### config.mk
export PLATFORM = sky130hd
export DESIGN_NAME = mem_arbiter
export DESIGN_NICKNAME = d
export VERILOG_FILES = /design/src/rtl/mem_arbiter.sv
export SDC_FILE = /design/constraint.sdc
export NUM_CORES = 1
export LEC_CHECK = 0
export CAP_MARGIN = 20
export CORE_MARGIN = 1.5
export CORE_UTILIZATION = 45
export CTS_BUF_LIST = sky130_fd_sc_hd__clkbuf_2 sky130_fd_sc_hd__clkbuf_4 sky130_fd_sc_hd__clkbuf_8
export CTS_CLUSTER_DIAMETER = 120
export DETAILED_ROUTE_END_ITERATION = 10
export PLACE_DENSITY_LB_ADDON = 0.15
export SLEW_MARGIN = 25
export SYNTH_ARGS = -nofsm -noshare
export SYNTH_HDL_FRONTEND = slang
export SYNTH_SLANG_ARGS = --single-unit
### constraint.sdc
create_clock -name clock -period 2.6 [get_ports clock]
set_input_delay 0.26 -clock clock [delete_from_list [all_inputs] [get_ports clock]]
set_output_delay 0.26 -clock clock [all_outputs]
set_load 0.05 [all_outputs]
### src/rtl/mem_arbiter.sv
// Round-robin arbiter sharing one memory controller between the CPU control unit
// and the debug/loader port; returns data, done and timeout error to the winner only.
module mem_arbiter #(
  parameter int ADDR_WIDTH     = 16,
  parameter int DATA_BUS_WIDTH = 8,
  parameter int TIMEOUT_CYCLES = 255,
  parameter int TO_WIDTH       = 8
) (
  input  logic                      clock,
  input  logic                      reset,
  input  logic [1:0]                cpu_op,
  input  logic [ADDR_WIDTH-1:0]     cpu_addr,
  input  logic [DATA_BUS_WIDTH-1:0] cpu_wdata,
  output logic [DATA_BUS_WIDTH-1:0] cpu_rdata,
  output logic                      cpu_done,
  output logic                      cpu_err,
  input  logic [1:0]                dbg_op,
  input  logic [ADDR_WIDTH-1:0]     dbg_addr,
  input  logic [DATA_BUS_WIDTH-1:0] dbg_wdata,
  output logic [DATA_BUS_WIDTH-1:0] dbg_rdata,
  output logic                      dbg_done,
  output logic                      dbg_err,
  output logic [1:0]                mem_op,
  output logic [ADDR_WIDTH-1:0]     mem_addr,
  output logic [DATA_BUS_WIDTH-1:0] mem_wdata,
  input  logic [DATA_BUS_WIDTH-1:0] mem_rdata,
  input  logic                      mem_done,
  output logic                      grant_dbg
);

  typedef enum logic [1:0] {
    MEM_NOP   = 2'd0,
    MEM_READ  = 2'd1,
    MEM_WRITE = 2'd2
  } mem_ctrl_op_e;

  // state    | meaning
  // IDLE     | arbitrate between pending requests
  // BUSY_CPU | CPU owns the controller, waiting on mem_done or timeout
  // BUSY_DBG | debug port owns the controller, waiting on mem_done or timeout
  // RELEASE  | one-cycle gap while the winner drops its op after done
  typedef enum logic [1:0] {
    S_IDLE     = 2'd0,
    S_BUSY_CPU = 2'd1,
    S_BUSY_DBG = 2'd2,
    S_RELEASE  = 2'd3
  } state_e;

  localparam logic [TO_WIDTH:0] TO_LIMIT = (TO_WIDTH+1)'(TIMEOUT_CYCLES);

  state_e                    state_q, state_d;
  logic                      last_dbg_q, last_dbg_d;
  mem_ctrl_op_e              mem_op_q, mem_op_d;
  logic [ADDR_WIDTH-1:0]     mem_addr_q, mem_addr_d;
  logic [DATA_BUS_WIDTH-1:0] mem_wdata_q, mem_wdata_d;
  logic [DATA_BUS_WIDTH-1:0] cpu_rdata_q, cpu_rdata_d;
  logic [DATA_BUS_WIDTH-1:0] dbg_rdata_q, dbg_rdata_d;
  logic                      cpu_done_q, cpu_done_d;
  logic                      cpu_err_q, cpu_err_d;
  logic                      dbg_done_q, dbg_done_d;
  logic                      dbg_err_q, dbg_err_d;
  logic                      grant_dbg_q;
  logic [TO_WIDTH-1:0]       cnt_q, cnt_d;

  logic                      cpu_req, dbg_req;
  logic [TO_WIDTH:0]         cnt_inc;
  logic                      timed_out;

  assign cpu_req   = (cpu_op == MEM_READ) || (cpu_op == MEM_WRITE);
  assign dbg_req   = (dbg_op == MEM_READ) || (dbg_op == MEM_WRITE);
  assign cnt_inc   = {1'b0, cnt_q} + (TO_WIDTH+1)'(1);
  // cnt_q counts completed busy cycles, so this fires on the TIMEOUT_CYCLES-th one
  assign timed_out = (cnt_inc >= TO_LIMIT);

  always_comb begin
    state_d     = state_q;
    last_dbg_d  = last_dbg_q;
    mem_op_d    = mem_op_q;
    mem_addr_d  = mem_addr_q;
    mem_wdata_d = mem_wdata_q;
    cpu_rdata_d = cpu_rdata_q;
    dbg_rdata_d = dbg_rdata_q;
    cpu_done_d  = 1'b0;
    cpu_err_d   = 1'b0;
    dbg_done_d  = 1'b0;
    dbg_err_d   = 1'b0;
    cnt_d       = cnt_q;

    case (state_q)
      S_IDLE: begin
        if (cpu_req && (!dbg_req || last_dbg_q)) begin
          mem_op_d    = mem_ctrl_op_e'(cpu_op);
          mem_addr_d  = cpu_addr;
          mem_wdata_d = cpu_wdata;
          cnt_d       = '0;
          last_dbg_d  = 1'b0;
          state_d     = S_BUSY_CPU;
        end else if (dbg_req) begin
          mem_op_d    = mem_ctrl_op_e'(dbg_op);
          mem_addr_d  = dbg_addr;
          mem_wdata_d = dbg_wdata;
          cnt_d       = '0;
          last_dbg_d  = 1'b1;
          state_d     = S_BUSY_DBG;
        end
      end

      S_BUSY_CPU, S_BUSY_DBG: begin
        cnt_d = cnt_inc[TO_WIDTH-1:0];
        if (mem_done) begin
          mem_op_d = MEM_NOP;
          state_d  = S_RELEASE;
          if (state_q == S_BUSY_DBG) begin
            dbg_done_d = 1'b1;
            if (mem_op_q == MEM_READ) dbg_rdata_d = mem_rdata;
          end else begin
            cpu_done_d = 1'b1;
            if (mem_op_q == MEM_READ) cpu_rdata_d = mem_rdata;
          end
        end else if (timed_out) begin
          mem_op_d = MEM_NOP;
          state_d  = S_RELEASE;
          if (state_q == S_BUSY_DBG) begin
            dbg_done_d = 1'b1;
            dbg_err_d  = 1'b1;
          end else begin
            cpu_done_d = 1'b1;
            cpu_err_d  = 1'b1;
          end
        end
      end

      S_RELEASE: state_d = S_IDLE;

      default: state_d = S_IDLE;
    endcase
  end

  always_ff @(posedge clock or negedge reset) begin
    if (!reset) begin
      state_q     <= S_IDLE;
      last_dbg_q  <= 1'b1;
      mem_op_q    <= MEM_NOP;
      mem_addr_q  <= '0;
      mem_wdata_q <= '0;
      cpu_rdata_q <= '0;
      dbg_rdata_q <= '0;
      cpu_done_q  <= 1'b0;
      cpu_err_q   <= 1'b0;
      dbg_done_q  <= 1'b0;
      dbg_err_q   <= 1'b0;
      grant_dbg_q <= 1'b0;
      cnt_q       <= '0;
    end else begin
      state_q     <= state_d;
      last_dbg_q  <= last_dbg_d;
      mem_op_q    <= mem_op_d;
      mem_addr_q  <= mem_addr_d;
      mem_wdata_q <= mem_wdata_d;
      cpu_rdata_q <= cpu_rdata_d;
      dbg_rdata_q <= dbg_rdata_d;
      cpu_done_q  <= cpu_done_d;
      cpu_err_q   <= cpu_err_d;
      dbg_done_q  <= dbg_done_d;
      dbg_err_q   <= dbg_err_d;
      grant_dbg_q <= (state_d == S_BUSY_DBG);
      cnt_q       <= cnt_d;
    end
  end

  assign mem_op    = mem_op_q;
  assign mem_addr  = mem_addr_q;
  assign mem_wdata = mem_wdata_q;
  assign cpu_rdata = cpu_rdata_q;
  assign cpu_done  = cpu_done_q;
  assign cpu_err   = cpu_err_q;
  assign dbg_rdata = dbg_rdata_q;
  assign dbg_done  = dbg_done_q;
  assign dbg_err   = dbg_err_q;
  assign grant_dbg = grant_dbg_q;

endmodule
=== Word level (Yosys, flattened, before mapping) ===
Index checks and enable logic that the tools add are counted.

* Register bits after elaboration: 58
* Bits in latches: 0
* RAM bits: 0
* Memory bits (read-only): 0
* Output and inout port bits: 47
* Word-level logic and storage cells: 72
* Memories: 0

* Add/subtract/negate cells: 1
* $mul: 0
* Div/mod/pow operators: 0
* $lt $le $gt $ge: 1
* Eq/ne operators: 11
* Shifts and indexed selects: 0
* Muxes and demuxes: 31
* Bitwise operators: 1
* Reductions and logical operators: 14

{| class="wikitable"
|+ Operators with widths
! kind !! number
|-
| $mux W16 || 2
|-
| $mux W8 || 4
|-
| $mux W2 || 8
|-
| $pmux W8 S2 || 1
|-
| $mux W1 || 14
|-
| $eq A2 B2 Y1 const B || 5
|-
| $add A8 B1 Y9 const B || 1
|-
| $ge A9 B8 Y1 const B || 1
|-
| $eq A2 B1 Y1 const B || 4
|-
| $reduce_and A4 Y1 || 2
|-
| $ne A3 B3 Y1 const B || 2
|-
| $pmux W2 S3 || 1
|-
| $pmux W2 S2 || 1
|-
| $reduce_and A2 Y1 || 2
|-
| $reduce_bool A2 Y1 || 2
|-
| $logic_or A1 B1 Y1 || 3
|-
| $reduce_and A3 Y1 || 1
|-
| $logic_not A2 Y1 || 1
|-
| $reduce_or A2 Y1 || 1
|-
| $logic_and A1 B1 Y1 || 1
|-
| $logic_not A1 Y1 || 1
|-
| $not A1 Y1 || 1
|}

=== Longest topological paths before layout ===
* Depth after elaboration: 8
* Depth in mapped cells: 8
* Mapped depth without buffers: 7

=== Least setup slack after synthesis ===
No wires, ideal clock.

* Path kind: reg2reg
* Start: register cnt_q[0]
* End: register grant_dbg_q, in the netlist grant_dbg
* Library setup time: 0.127 ns
* Arrival: 1.812 ns
* Required time: 2.473 ns
* Slack: 0.661 ns
* Stages on the path, launching flop included: 7
* Buffers on the path: 0
* Clock period less this slack: 1.939 ns
* Path through: dfrtp_1 -> ha_1 -> nand3_2 -> or3_4 -> a2111oi_4 -> o31ai_1 -> nor3b_1

* Cells in the longest elaborated chain, start to end: 6

{| class="wikitable"
|+ RTL lines
! element !! RTL line !! text
|-
| start, declared || 63 || <nowiki>logic [TO_WIDTH-1:0] cnt_q, cnt_d;</nowiki>
|-
| start signal, assigned || 167 || <nowiki>cnt_q <= cnt_d;</nowiki>
|-
| $add A8 B1 Y9 || 71 || <nowiki>assign cnt_inc = {1'b0, cnt_q} + (TO_WIDTH+1)'(1);</nowiki>
|-
| $ge A9 B8 Y1 || 73 || <nowiki>assign timed_out = (cnt_inc >= TO_LIMIT);</nowiki>
|-
| $mux W2 || 120 || <nowiki>end else if (timed_out) begin</nowiki>
|-
| $mux W2 || 110 || <nowiki>if (mem_done) begin</nowiki>
|-
| $pmux W2 S3 || 89 || <nowiki>case (state_q)</nowiki>
|-
| $eq A2 B2 Y1 || 166 || <nowiki>grant_dbg_q <= (state_d == S_BUSY_DBG);</nowiki>
|-
| end signal, assigned || 166 ||
|-
| end, declared || 62 || <nowiki>logic grant_dbg_q;</nowiki>
|}

Every way passes these cells.
A chain may end at the register's enable or synchronous reset.

=== Worst setup path in the final report ===
* Start: register state_q[1]
* End: register cnt_q[5]

* Cells in the longest elaborated chain, start to end: 4

{| class="wikitable"
|+ RTL lines
! element !! RTL line !! text
|-
| start, declared || 51 || <nowiki>state_e state_q, state_d;</nowiki>
|-
| start signal, assigned || 155 || <nowiki>state_q <= state_d;</nowiki>
|-
| $eq A2 B2 Y1 or $eq A2 B1 Y1 (tied branches) || 89 ||
|-
| $reduce_or A2 Y1 || 89 ||
|-
| $reduce_bool A2 Y1 (no source line) || -- ||
|-
| $reduce_and A2 Y1 (no source line) || -- ||
|}

Several ways; a longest one is shown, not always the timed one.

==> metrics <==
GRT overflow 0; Die ar. about 6500 um^2; post-route setup slack 0.394 ns; Yosys reg bits 58; Net Count, Synth between 300 and 400; Comb pwr share 0.563; yosys synthesis warning count 0; vias in the first global route between 2000 and 2500; final hold viol count 0; Stages on worst setup path 7; row count 28; Syn Std Cell Area 2720 um^2; crit-path most repeated cell inv_1; clock skew about 0.01 ns; Worst Path Required approximately 2.8 ns; 1st-iter DRT viols 80; Syn Inst Count 247; placed cell count between 400 and 500; dpl ws roughly 0.17 ns; PwrDens 1320 nW/um^2; crit path DAT roughly 2.4 ns; leading cell type in the layout, fill and taps excluded clkdlybuf4s50_1; number of flops mapped to enable cells by yosys 0; worst skew pair latency roughly 0.32 ns; Mean Syn Cell Area 11.0 um^2; initial antenna violation count 0; total setup buffers inserted after CTS 0; P_sw around 2500 uW; post-DP HPWL 4360 um; port bufs between 100 and 150; Inserted Clock Buffers 9; Top delay family on crit path simple AND/OR/NAND/NOR gates; synth unique cells 39; # hold bufs at CTS 0; core area approximately 6000 um^2; CP max stage cell dfrtp_1; commonest non-fill, non-tap cells in the layout 108 x clkdlybuf4s50_1, 57 x dfrtp_1, 32 x nand2_1, 32 x o21ai_0, 24 x mux2i_1; minimum clock period 2.21 ns; first-pass GRT wire length roughly 10000 um; Ant. Diodes 0; Max IR drop VDD a little under 0.9 mV; status completed; ys flop type dfrtp_1; Final setup viols 0; non-filler cells, final 440; period utilization 0.848; die width 80.7 um; Via density between 5 and 6; # IOs 110; Clk network pwr share 0.163; CTS sink cnt 58; pin count of the biggest net entering global routing 59; root buffer cell clkbuf_8; Sw Ratio 0.463; Die Ht slightly above 80 um; share of post-route cells with drive strength above 1 0.126; vias post-DR 2226; Critical R2R Launch state_q[1]; worst hold slack about 0.078 ns; Initial Util 0.462; routed wire length roughly 6200 um; CP Buf/Inv Count 2; FF+latch area 1450 um^2; P_int about 2900 uW; sequential area share after synthesis 0.534; htree depth 3; routability congestion estimate between 0.8 and 0.9; crit-path cells inv_1 > ha_1 > inv_1 > nor2_1 > nor2b_1 > nand2b_1 > o41ai_1; Fill cells ~440; post_cts resized 0; DRC violations left 0; Seq pwr share 0.274; antenna viol nets, final 0; Slew Viols, Final 0; hold crit path type primary input to asynchronous set/reset pin; nets@finish ~430; RSZ-0062 raised after global routing false; drt wl/cell 14.1 um; Setup CP Type flop to flop; crit path from state_q[1]; Worst setup SP type flop; maximum clock rate approximately 450 MHz; worst-path maximum fanout 13; clock slew at reported path FFs about 0.070 ns; area of the multi-input gates 1220 um^2; Worst Setup End Kind flop; Clock Path Buffers 2; R2R cell count 7; TritonRoute pass-1 iters 4; Leakage Power 0.00185 uW; Worst path max stage delay 0.39 ns; relative slew slack 0.517; setup TNS 0 ns; Worst Tran Pin Value between 0.7 and 0.8 ns; area grow syn2layout 52.6%; gr usage total 0.200; asr flop ratio synth 1.00; MaxCap Viol Count 0; CTS tree yes
## per-layer routing
metal	track usage	up-vias	routed length, um
li1	-	1105	-
met1	0.262	1046	2720
met2	0.313	66	2970
met3	0.0562	9	409
met4	0.0828	0	108
met5	0	-	0
## state kept, by name (all words and copies together) (netlist names)
signal      count
mem_op          2
cpu_err         1
mem_addr       16
dbg_err         1
cpu_rdata       8
cnt_q           8
grant_dbg       1
mem_wdata       8
dbg_rdata       8
dbg_done        1
state_q         2
last_dbg_q      1
cpu_done        1
## area by class of cell
cell class / count / area share
Clock inverter: 3 / 0.0157
Sequential cell: 58 / 0.350
Inverter: 7 / 0.00633
Timing Repair Buffer: 115 / 0.277
Multi-Input combinational cell: 171 / 0.293
Tap cell: 75 / 0.0226
Clock buffer: 11 / 0.0350
## power groups by stage
stage	registers [uW]	logic (uW)	clock network, uW
after global routing	1550	3300	969
after detailed placement	1510	3080	0
after CTS	1500	3080	914
final	1500	3080	894
after global placement	1500	3030	0
after floorplan	2640	907	0
## final timing paths
check / endpoint / slack [ns]
setup / recovery: cnt_q[5] / 0.39
hold / removal: cpu_rdata[4] / 0.08
setup reg to reg: cnt_q[5] / 0.39
hold reg to reg: mem_addr[7] / 0.48
max in group asynchronous: mem_wdata[2] / 2.03
min in group clock: mem_addr[7] / 0.48
## Yosys cell counts, types with 2 or more instances
library cell   n  area (um^2)
and3_1         3         18.8
nand3_1        2         10.0
a21oi_1        5         25.0
ha_1           4         50.1
a31oi_1        2         12.5
nand2_1       32          120
nor2b_1        2         12.5
mux2i_1       24          240
o31ai_1        5         37.5
xnor2_1        3         26.3
dfrtp_1       57         1430
mux2_2        17          191
nand2b_1       3         18.8
o211ai_1       2         15.0
o311a_1        2         20.0
inv_1          7         26.3
xor2_1         2         17.5
nor2_1         9         33.8
o21ai_0       33          165
clkbuf_1       7         26.3
buf_2          4         20.0
nor3_2         2         20.0
o22ai_1        2         12.5
o21ai_1        3         15.0
## logic make-up after synthesis
family                     after synthesis  synth area share
DFF                                     58             0.534
and+or+nand+nor                         60             0.106
xor gates and xnor gates                 5            0.0161
adders and majority gates                4            0.0184
muxes                                   41             0.159
buffers and inverters                   18            0.0267
AOI/OAI and AO/OA                       61             0.139
## metrics by stage
step	total power (uW)	area, um^2	utilization
floorplan	3540	2720	-
global placement	4530	3910	0.665
detailed placement	4590	3910	0.665
CTS	5490	4120	0.700
global route	5820	4150	0.705
finish	5470	4150	0.705
## worst register-to-register path: cells and delay by family (launching register included)
kind                     cells  cell delay [ns]
AND/OR/NAND/NOR              3             0.73
flip-flops                   1             0.39
adder cells (fa/ha/maj)      1             0.38
buffers and inverters        2             0.32
AO/OA/AOI/OAI                1             0.28
(Power assumes the default switching activity.)
